### config.mk
export PLATFORM = sky130hd
export DESIGN_NAME = bound_flasher_param_flat
export DESIGN_NICKNAME = d
export VERILOG_FILES = /design/src/rtl/bound_flasher_param_if.sv /design/src/rtl/bound_flasher_param.sv /design/src/flat_wrapper.sv
export SDC_FILE = /design/constraint.sdc
export NUM_CORES = 1
export LEC_CHECK = 0
export ABC_CLOCK_PERIOD_IN_PS = 2600
export CORE_MARGIN = 2
export CORE_UTILIZATION = 35
export DETAILED_ROUTE_END_ITERATION = 10
export GPL_TIMING_DRIVEN = 0
export SYNTH_ARGS = -nofsm -noshare
export SYNTH_HDL_FRONTEND = slang
export SYNTH_SLANG_ARGS = --single-unit
### constraint.sdc
create_clock -name clk -period 2.6 [get_ports clk]
set_input_delay 0.26 -clock clk [delete_from_list [all_inputs] [get_ports clk]]
set_output_delay 0.26 -clock clk [all_outputs]
set_load 0.1 [all_outputs]
### src/rtl/bound_flasher_param_if.sv
// Control/status bundle of the bound flasher: the sequencer drives flick/step_en,
// the flasher returns the LED bar and its status.
interface bound_flasher_param_if #(
  parameter int WIDTH = 16
);
  logic             flick;
  logic             step_en;
  logic [WIDTH-1:0] led_out;
  logic [2:0]       phase;
  logic             busy;
  logic             done;

  modport master (
    output flick,
    output step_en,
    input  led_out,
    input  phase,
    input  busy,
    input  done
  );

  modport slave (
    input  flick,
    input  step_en,
    output led_out,
    output phase,
    output busy,
    output done
  );
endinterface

### src/rtl/bound_flasher_param.sv
// Parametrised bound flasher: thermometer LED bar bouncing between two bounds and
// the full bar, with flick-controlled rollback and a step enable.
//
// state | meaning
// IDLE  | bar dark, waiting for flick
// UP1   | fill up to lower bound (B1+1 LEDs)
// DN1   | drain to 0, then UP1 again on rollback or on to UP2
// UP2   | fill up to upper bound (B2+1 LEDs)
// DN2   | drain to lower bound, then UP3 on rollback or UPTOP
// UPTOP | fill the whole bar
// DNF   | final drain to 0, pulses done
// UP3   | refill to upper bound after a rollback
module bound_flasher_param #(
  parameter int WIDTH = 16,
  parameter int B1    = 5,
  parameter int B2    = 10
) (
  input logic                  clk,
  input logic                  reset_n,
  bound_flasher_param_if.slave bus
);

  localparam int LW = $clog2(WIDTH + 1);
  localparam logic [LW-1:0] T1  = LW'(B1 + 1);
  localparam logic [LW-1:0] T2  = LW'(B2 + 1);
  localparam logic [LW-1:0] TOP = LW'(WIDTH);

  if (WIDTH < 4 || WIDTH > 64 || B1 < 1 || B1 >= B2 || B2 >= WIDTH - 1) begin : g_param_check
    $error("bound_flasher_param: illegal WIDTH/B1/B2 combination");
  end

  typedef enum logic [2:0] {
    IDLE  = 3'd0,
    UP1   = 3'd1,
    DN1   = 3'd2,
    UP2   = 3'd3,
    DN2   = 3'd4,
    UPTOP = 3'd5,
    DNF   = 3'd6,
    UP3   = 3'd7
  } phase_t;

  phase_t           state, state_nxt;
  logic [LW-1:0]    lvl, lvl_nxt;
  logic             rb, rb_nxt;
  logic             done_q, done_nxt;
  logic [WIDTH-1:0] led_q, led_nxt;

  always_ff @(posedge clk or negedge reset_n) begin
    if (!reset_n) begin
      state  <= IDLE;
      lvl    <= '0;
      rb     <= 1'b0;
      done_q <= 1'b0;
      led_q  <= '0;
    end else begin
      state  <= state_nxt;
      lvl    <= lvl_nxt;
      rb     <= rb_nxt;
      done_q <= done_nxt;
      led_q  <= led_nxt;
    end
  end

  // The phase change is taken on the same step that reaches the target level.
  always_comb begin
    state_nxt = state;
    lvl_nxt   = lvl;
    rb_nxt    = rb;
    done_nxt  = 1'b0;
    if (state == IDLE) begin
      if (bus.flick) state_nxt = UP1;
    end else if (bus.step_en) begin
      case (state)
        UP1: begin
          lvl_nxt = lvl + LW'(1);
          if (lvl_nxt == T1) begin
            rb_nxt    = bus.flick;
            state_nxt = DN1;
          end
        end
        DN1: begin
          lvl_nxt = lvl - LW'(1);
          if (lvl_nxt == '0) begin
            rb_nxt    = 1'b0;
            state_nxt = rb ? UP1 : UP2;
          end
        end
        UP2: begin
          lvl_nxt = lvl + LW'(1);
          if (lvl_nxt == T2) begin
            rb_nxt    = bus.flick;
            state_nxt = DN2;
          end
        end
        DN2: begin
          lvl_nxt = lvl - LW'(1);
          if (lvl_nxt == T1) begin
            rb_nxt    = 1'b0;
            state_nxt = rb ? UP3 : UPTOP;
          end
        end
        UP3: begin
          lvl_nxt = lvl + LW'(1);
          if (lvl_nxt == T2) begin
            rb_nxt    = bus.flick;
            state_nxt = bus.flick ? DN2 : DNF;
          end
        end
        UPTOP: begin
          lvl_nxt = lvl + LW'(1);
          if (lvl_nxt == TOP) state_nxt = DNF;
        end
        DNF: begin
          lvl_nxt = lvl - LW'(1);
          if (lvl_nxt == '0) begin
            state_nxt = IDLE;
            done_nxt  = 1'b1;
          end
        end
        default: begin
          state_nxt = IDLE;
          lvl_nxt   = '0;
          rb_nxt    = 1'b0;
        end
      endcase
    end
  end

  always_comb begin
    led_nxt = '0;
    for (int i = 0; i < WIDTH; i++) begin
      led_nxt[i] = (LW'(i) < lvl_nxt);
    end
  end

  assign bus.led_out = led_q;
  assign bus.phase   = state;
  assign bus.busy    = (state != IDLE);
  assign bus.done    = done_q;

endmodule

### src/flat_wrapper.sv
// flat-port wrapper written by rule: the top's interface ports become plain ports
module bound_flasher_param_flat 
#(
  parameter int WIDTH = 16,
  parameter int B1    = 5,
  parameter int B2    = 10
)
  (clk, reset_n, bus_flick, bus_step_en, bus_led_out, bus_phase, bus_busy, bus_done);
  bound_flasher_param_if #(.WIDTH(WIDTH)) bus_i ();
  input logic clk;
  input logic reset_n;
  input wire logic [$bits(bus_i.flick)-1:0] bus_flick;
  input wire logic [$bits(bus_i.step_en)-1:0] bus_step_en;
  output wire logic [$bits(bus_i.led_out)-1:0] bus_led_out;
  output wire logic [$bits(bus_i.phase)-1:0] bus_phase;
  output wire logic [$bits(bus_i.busy)-1:0] bus_busy;
  output wire logic [$bits(bus_i.done)-1:0] bus_done;
  assign bus_i.flick = bus_flick;
  assign bus_i.step_en = bus_step_en;
  assign bus_led_out = bus_i.led_out;
  assign bus_phase = bus_i.phase;
  assign bus_busy = bus_i.busy;
  assign bus_done = bus_i.done;
  bound_flasher_param #(.WIDTH(WIDTH), .B1(B1), .B2(B2)) u_core (.clk(clk), .reset_n(reset_n), .bus(bus_i));
endmodule
After elaboration in Yosys (flattened, before gate mapping)
Index checks and enable logic that the tools add are counted.
{ "word_totals": {"register_bits": 26, "inputBits": 4, "out_inout_bits": 21} }
{ "classes": {"add_sub_neg": 2, "n_lt_le_gt_ge": 16, "eq_ne": 23, "muxes": 26, "bitwise": 2, "n_reduce_logical": 10} }
{ "ops": {"columns": ["cell", "n"], "rows": [
  ["< comparator 4 x 5 -> 1 bit (first input constant)", 8],
  ["two-way mux 3 bit", 10],
  ["inequality test 3 x 1 -> 1 bit (second input constant)", 7],
  ["case mux 3 bit (7 select lines)", 1],
  ["< comparator 3 x 5 -> 1 bit (first input constant)", 4],
  ["equality test 3 bit (second input constant)", 4],
  ["equality test 5 x 3 -> 1 bit (second input constant)", 2],
  ["< comparator 1 x 5 -> 1 bit (first input constant)", 2],
  ["< comparator 2 x 5 -> 1 bit (first input constant)", 2],
  ["two-way mux 5 bit", 2],
  ["case mux 5 bit (2 select lines)", 1],
  ["AND reduction 9 bit", 1],
  ["two-way mux 1 bit", 8],
  ["inequality test 2 x 1 -> 1 bit (second input constant)", 4],
  ["AND reduction 7 bit", 1],
  ["equality test 3 x 2 -> 1 bit (second input constant)", 2],
  ["two-way mux 2 bit", 3],
  ["adder 5 x 1 -> 5 bit (second input constant)", 1],
  ["equality test 5 x 4 -> 1 bit (second input constant)", 1],
  ["equality test 5 bit (second input constant)", 1],
  ["logical NOT 5 bit", 1],
  ["case mux 1 bit (5 select lines)", 1],
  ["subtractor 5 x 1 -> 5 bit (second input constant)", 1],
  ["OR reduction 2 bit", 2],
  ["8 further kinds", 9]
]} }

Longest topological paths before layout
Gate-level depths: netlist (run 1).
{ "logic_depth": {"depth_word": 6, "depth_mapped": 9, "ltp_nobuf": 8} }

Worst setup path before layout (run 1)
Ideal clock, no wire load.
{ "synth_timing": {"path_type": "reg-to-reg", "start": "register u_core.state[0], in the netlist u_core.bus.phase[0]", "end": "register u_core.state[1], in the netlist u_core.bus.phase[1]", "setup_time_ps": 124, "arrival_ps": 2911, "required_ps": 2476, "setup_slack_ps": -435, "stages_incl_launch_ff": 7, "n_path_buf": 1, "path_cell_list": "dfrtp_1 > clkbuf_8 > inv_1 > nand2_1 > mux2i_1 > or3_1 > o31a_1"} }
{ "synth_via": {"elab_chain_cells": 4, "word_cells_on_any_way": 21} }
{ "synth_lines": {"columns": ["item", "line", "source"], "rows": [
  ["start: declaration", "bound_flasher_param.sv:43", "phase_t state, state_nxt;"],
  ["start signal: assignment", "bound_flasher_param.sv:57", "state <= state_nxt;"],
  ["equality test 3 bit, or another cell as far along", "bound_flasher_param.sv:74", "case (state)"],
  ["case mux 3 bit (7 select lines)", "bound_flasher_param.sv:74", null],
  ["two-way mux 3 bit", "bound_flasher_param.sv:73", "end else if (bus.step_en) begin"],
  ["two-way mux 3 bit", "bound_flasher_param.sv:71", "if (state == IDLE) begin"]
]} }
Parallel ways exist; a longest one is shown, timed or not. The select of a mux whose other input is x is not followed.
A chain may end at the register's enable or synchronous reset.

Worst setup path after layout (run 1)
{ "layout_timing": {"start": "register u_core.state[0], in the netlist u_core.bus.phase[0]", "end": "output bus_busy"} }
{ "layout_via": {"elab_chain_cells": 1} }
{ "layout_lines": {"columns": ["item", "line", "source"], "rows": [
  ["nonzero test 3 bit", "bound_flasher_param.sv:139", "assign bus.busy = (state != IDLE);"],
  ["end: declaration", "flat_wrapper.sv:16", "output wire logic [$bits(bus_i.busy)-1:0] bus_busy;"]
]} }
No other way between the ends.

==> metrics.txt, run 1 <==
final-report max-slew violation count=0; clock root cell=clkbuf_8; crit path DAT=2.23 ns; gr busiest metal=met2; syn nets=160; die area=0.00459 mm^2; layout cell share with drive strength beyond 1=0.164; H-tree lvl count=1; vias in the first global route=1146; unrepaired setup endpoints after global routing=false; routed wire length=3.14 mm; met3 Resource Use GR=0.0300; crit path max fanout=10; antenna viol nets, final=0; Post-Route Setup TNS=0 ns; CTS tree=done; CTS clk-pin slew, worst paths=0.09 ns; CP max-delay cell=clkdlybuf4s50_1; crit end category=output port; DIE HEIGHT=67.8 um; Via Count=1189; Slew HR=0.275; GR Util met1=0.203; Seq/Total Area, Yosys=0.439; YS warnings=0; fin crit period=2.49 ns; Setup Crit Path Kind=flop to output port; largest net degree at the start of global routing=26; predominant post-synthesis flop cell=dfrtp_1; Worst path max stage delay=1.14 ns; Post-synth ARST share=1.00; I/O pin cnt=25; EDFF count, synth=0; worst-case clock buffer depth=2; fmax=0.401 GHz; Syn Area/Cell=9.43 um^2; final setup violation count=0; GP Congestion=0.921; # port buffers=24; total core area=0.00397 mm^2; area grow syn2layout=28.0%; GR Layer Usage met2=0.246; pre-CTS WS=-0.0132 ns; Hold Path Class=flop to flop; global route overflow=0; ant diodes=0; First-pass DRT Iterations=4; max-cap viol count=0; first-pass GRT wire length=5.25 mm; hpwl dp=2.28 mm; Synth cell types=45; Seq cells post-synth=25; CTS Sinks=25; critical-path cell list=clkbuf_8 -> inv_1 -> nand2_2 -> clkdlybuf4s50_1; initial antenna violation count=0; Post-DP Area=0.00173 mm^2; CP required=2.34 ns; drt drc=0; CP startpoint kind=flop; Initial Util=0.359; TritonCTS buffer count=3; status=completed; delay-heaviest family, CP=buffers and inverters; Die X=67.8 um; period utilization=0.958; worst setup margin=0.108 ns; Worst-Skew Late Latency=0.27 ns; clock skew=0.00195 ns; vias per cell=5.10; Detailed Route Iter0 Violations=84; Site Rows=23; Fin. Hold Viols=0; DR WL/cell=13.5 um; fin area=0.00182 mm^2; Nets=193; Least-Margin Pin Slew=1.08 ns; Buf/Inv on CP=3; Gate Count Post-Synth=151; GRT Resource Usage Total=0.151; Cell Area, Synth=0.00142 mm^2
==> layout by cell type (no fill, tap or decap), types with 3 or more instances in the layout <==
master / n
clkdlybuf4s50_1: 24
dfrtp_1: 20
nand2_1: 17
nor2_1: 13
inv_1: 12
o21ai_0: 12
clkbuf_8: 5
nand3_1: 5
buf_4: 5
dfrtp_2: 5
xnor2_1: 4
a21oi_1: 4
ha_1: 4
xor2_1: 3
mux2i_1: 3
nor3_1: 3
==> cell families (layout without fill, tap and decap cells) <==
| logic type | after synthesis | count (layout) | synth area share |
|---|---|---|---|
| xor+xnor | 7 | 7 | 0.0431 |
| simple gates | 57 | 57 | 0.199 |
| mux | 4 | 4 | 0.0290 |
| buf+inv | 21 | 53 | 0.0870 |
| fa+ha+maj | 5 | 5 | 0.0439 |
| compound gates | 32 | 32 | 0.158 |
| flops | 25 | 25 | 0.439 |
==> registers in the layout, indices dropped and copies added (netlist names) <==
signal and cells:
u_core.bus.led_out 16, u_core.lvl 4, u_core.bus.phase 3, u_core.bus.done 1, u_core.rb 1
==> cell type report <==
class / instances / area, um^2
flip-flops and latches: 25 / 632
fillers: 381 / 2150
plain buffers: 9 / 78.8
well taps: 50 / 62.6
multi-input cells: 105 / 684
repair buffers: 28 / 270
inverters: 12 / 45.0
clock inverters: 1 / 8.76
clock buffers: 3 / 41.3
==> repair_timing <==
action                     CTS  global route
hold buffers                 0             0
setup buffers                0             4
pin swaps                    0             2
gates cloned                 0             0
gates resized for setup      2             3
setup endpoints to repair    1             4
hold endpoints to repair     0             0
==> per-stage QoR <==
step / hold slack, ns / std cells / utilization
global placement: 0.539 / 225 / 0.436
global route: 0.575 / 233 / 0.459
detailed placement: 0.546 / 225 / 0.436
floorplan: -0.0356 / 151 / -
CTS: 0.561 / 229 / 0.450
finish: 0.559 / 233 / 0.459
==> Yosys cell counts, drive strengths merged, types with 2 or more instances <==
cell type | count | share of area
nor3 | 3 | 0.011
and2 | 2 | 0.0088
nand4 | 2 | 0.0088
dfrtp | 25 | 0.44
buf | 4 | 0.025
nand3 | 5 | 0.018
ha | 5 | 0.044
o21ai | 13 | 0.046
mux2i | 3 | 0.021
xor2 | 3 | 0.018
a21oi | 4 | 0.014
nor2 | 13 | 0.034
inv | 12 | 0.032
a31oi | 2 | 0.0088
nor4 | 2 | 0.0088
clkbuf | 5 | 0.031
or4b | 2 | 0.014
or2 | 3 | 0.013
xnor2 | 4 | 0.025
o41ai | 2 | 0.012
o311a | 2 | 0.022
nand2 | 18 | 0.047
o31ai | 2 | 0.011
==> worst paths after layout <==
| check | slack, ns | startpoint | endpoint | cells past startpoint |
|---|---|---|---|---|
| setup / recovery | 0.11 | u_core.bus.phase[0] | bus_busy | 4 |
| hold / removal | 0.56 | u_core.rb | u_core.rb | 2 |
| setup reg to reg | 0.15 | u_core.lvl[0] | u_core.bus.phase[1] | 8 |
| hold reg to reg | 0.56 | u_core.rb | u_core.rb | 2 |
| max in group asynchronous | 1.31 | reset_n | u_core.bus.phase[0] | 1 |
| min in group asynchronous | 0.57 | reset_n | u_core.bus.led_out[4] | 1 |
==> metal layers <==
metal / share of wire / up-vias
met5: 0 / -
met4: 0.013 / 0
met1: 0.45 / 569
met3: 0.042 / 4
met2: 0.49 / 31
li1: - / 585
==> worst min-delay path, cell delays in order, from the launching register on <==
cell     delay [ns]
dfrtp_1        0.41
inv_1          0.06
mux2i_1        0.06
Power of run 1 is not shown: default switching activity piles up to over one toggle a cycle in this logic, so the estimate is an artifact.
==> run 2, diff against run 1 <==
--- a/config.mk
+++ b/config.mk
@@ -5,7 +5,9 @@
 export SDC_FILE = /design/constraint.sdc
 export NUM_CORES = 1
 export LEC_CHECK = 0
-export ABC_CLOCK_PERIOD_IN_PS = 2600
+export ABC_AREA = 1
+export ABC_CLOCK_PERIOD_IN_PS = 2900
+export CAP_MARGIN = 20
 export CORE_MARGIN = 2
 export CORE_UTILIZATION = 35
 export DETAILED_ROUTE_END_ITERATION = 10
==> constraint.sdc (replaced) <==
create_clock -name clk -period 2.9 [get_ports clk]
set_input_delay 0.29 -clock clk [delete_from_list [all_inputs] [get_ports clk]]
set_output_delay 0.29 -clock clk [all_outputs]
set_load 0.1 [all_outputs]
==> run 2 against run 1 <==
Against the previous run: worst hold slack got worse by 0.27 ns; flip-flop and latch count did not move; clock skew rose by 0.0064 ns; setup slack improved by 0.26 ns; critical path type unchanged.
==> metrics.txt, run 2 <==
Detailed Route Iter0 Violations=84 (unchanged); Synth cell types=31 (-31%); Worst-Skew Late Latency=0.27 ns (about the same); CTS tree=done; largest net degree at the start of global routing=21 (-19%); TritonCTS buffer count=3 (unchanged); CTS clk-pin slew, worst paths=0.09 ns (about the same); drt drc=0 (unchanged); final-report max-slew violation count=0 (unchanged); clock skew=0.00837 ns (+0.00642 ns); area grow syn2layout=24.3%; Gate Count Post-Synth=196 (+30%); CP startpoint kind=flop; clock root cell=clkbuf_8; Die X=70.7 um (+4.4%); most common cell after layout, fill and taps aside=nand2_1; DIE HEIGHT=70.7 um (+4.4%); EDFF count, synth=0 (unchanged); cell taking the most area after synthesis=dfrtp_1; # port buffers=24 (unchanged); vias per cell=4.68 (-8.4%); total core area=0.00432 mm^2 (+8.9%); unrepaired setup endpoints after global routing=false; post-CTS sizing=0 (-2); YS warnings=0 (unchanged); Post-DP Area=0.00189 mm^2 (+9.2%); first-pass GRT wire length=5.60 mm (+6.7%); Slew HR=0.347 (+0.0723); antenna viol nets, final=0 (unchanged); crit path DAT=2.24 ns (about the same); status=completed; Crit Reg-Reg Startpoint=u_core.lvl[0]; Least-Margin Pin Slew=0.977 ns (-0.108 ns); fin area=0.00194 mm^2 (+6.3%); post-CTS setup buffer count=0 (unchanged); Final Util=0.448 (-0.0108); Nets=235 (+22%); ant diodes=0 (unchanged); Setup Crit Path Kind=flop to output port; worst reg-to-reg setup slack=0.90 ns (+0.75 ns); Post-synth ARST share=1.00 (unchanged); Fin. Hold Viols=0 (unchanged); Synth top area share=0.401 (-0.0381); Seq cells post-synth=25 (unchanged); routed wire length=3.33 mm (+6.2%); I/O pin cnt=25 (unchanged); GRT Resource Usage Total=0.141 (-0.0107); Site Rows=24 (+4.3%); vias in the first global route=1224 (+6.8%); synth top area cells=dfrtp_1 (40%), nand2_1 (13%), inv_1 (5.8%); Seq/Total Area, Yosys=0.401 (-0.0381); fmax=0.395 GHz; hpwl dp=2.56 mm (+12%); Post-Route Setup TNS=0 ns (unchanged); most frequent cells in the layout=nand2_1 (54), dfrtp_1 (25), inv_1 (24), clkdlybuf4s50_1 (24), nor2_1 (21); most frequent cell after synthesis=nand2_1; synth cell count leaders=nand2_1 (54), dfrtp_1 (25), inv_1 (24); max-cap viol count=0 (unchanged); Cell Area, Synth=0.00156 mm^2 (+9.5%); predominant post-synthesis flop cell=dfrtp_1; worst setup path start=u_core.bus.phase[0]; fin crit period=2.53 ns; CP required=2.61 ns (+0.27 ns); GP Congestion=0.865 (-6.0%); worst hold slack=0.293 ns (-0.266 ns); crit end category=output port; die area=0.00500 mm^2 (+8.9%); First-pass DRT Iterations=4 (unchanged); Layout fillers=445 (+17%); layout cell share with drive strength beyond 1=0.156 (-0.00838); period utilization=0.873; Hold Path Class=input port to asynchronous set/reset pin; CTS Sinks=25 (unchanged); Syn Area/Cell=7.95 um^2 (-16%); Critical R2R Capture=u_core.bus.phase[0]; initial antenna violation count=0 (unchanged); Initial Util=0.361 (+0.00199); H-tree lvl count=1 (unchanged); max reg flops=16 (unchanged); DR WL/cell=12.0 um (-11%); syn nets=205 (+28%); Via Count=1295 (+8.9%); final setup violation count=0 (unchanged); global route overflow=0 (unchanged); crit path max fanout=8 (-2); worst-case clock buffer depth=2 (unchanged); hold buffers post-CTS=0 (unchanged); r2r worst-path depth=12 (+4)
## run 2: changes by cell type in the layout (fill, tap and decap cells not counted), sizes merged, moves of 3 or more
cell / delta
nand2: +43
inv: +15
nor2: +14
nand3: +10
o21ai: -7
nand4: +6
clkbuf: -5
xnor2: -4
buf: -3
mux2i: -3
## run 2: final cells by class
type                       count  area (um^2)  share of cell area
multi-input combinational    139          779               0.402
clock buffer                   3         41.3              0.0213
clock inverter                 1         5.00             0.00258
buffer                         4         41.3              0.0213
timing repair buffer          25          268               0.138
inverter                      28          113              0.0581
tap                           52         65.1              0.0336
sequential                    25          626               0.323
## run 2: how the worst max path moves through the flow
| stage | to | slack, ns | depth (start not counted) |
|---|---|---|---|
| final | bus_busy | 0.37 | 5 |
| after global routing | bus_busy | 0.29 | 5 |
| after CTS | bus_busy | 0.35 | 5 |
| after detailed placement | bus_busy | 0.66 | 5 |
| after global placement | bus_busy | 0.67 | 5 |
| after floorplan | u_core.bus.led_out[2] | 0.55 | 10 |
## run 2: stage by stage
stage | setup WS, ns | cells
after floorplan | 0.553 | 196
after global placement | 0.669 | 272
after detailed placement | 0.661 | 273
after CTS | 0.349 | 277
after global routing | 0.294 | 277
final | 0.368 | 277
## run 2: cells by family (layout without fill, tap and decap cells)
kind of cell,after synthesis,after routing,share of synthesized area
AOI/OAI and AO/OA,16,16,0.0827
xor gates and xnor gates,1,1,0.0177
adders and majority gates,5,5,0.0401
buffers and inverters,32,61,0.0987
DFF,25,25,0.401
and+or+nand+nor,117,117,0.360
## run 2: worst max-delay path, stage by stage (launching register included)
cell and delay, ns:
dfrtp_1 0.40, buf_6 0.15, inv_8 0.09, o21ai_4 0.10, nand2_4 0.10, clkdlybuf4s50_1 1.13
## run 2: routing by layer
| layer | share of wire | routed length (um) | global-route usage | vias up |
|---|---|---|---|---|
| met5 | 0 | 0 | 0 | - |
| li1 | - | - | - | 674 |
| met4 | 0.0081 | 27 | 0.0440 | 0 |
| met3 | 0.030 | 101 | 0.0256 | 2 |
| met1 | 0.49 | 1620 | 0.187 | 598 |
| met2 | 0.48 | 1580 | 0.234 | 21 |
Power of run 2 is left out for the same reason.
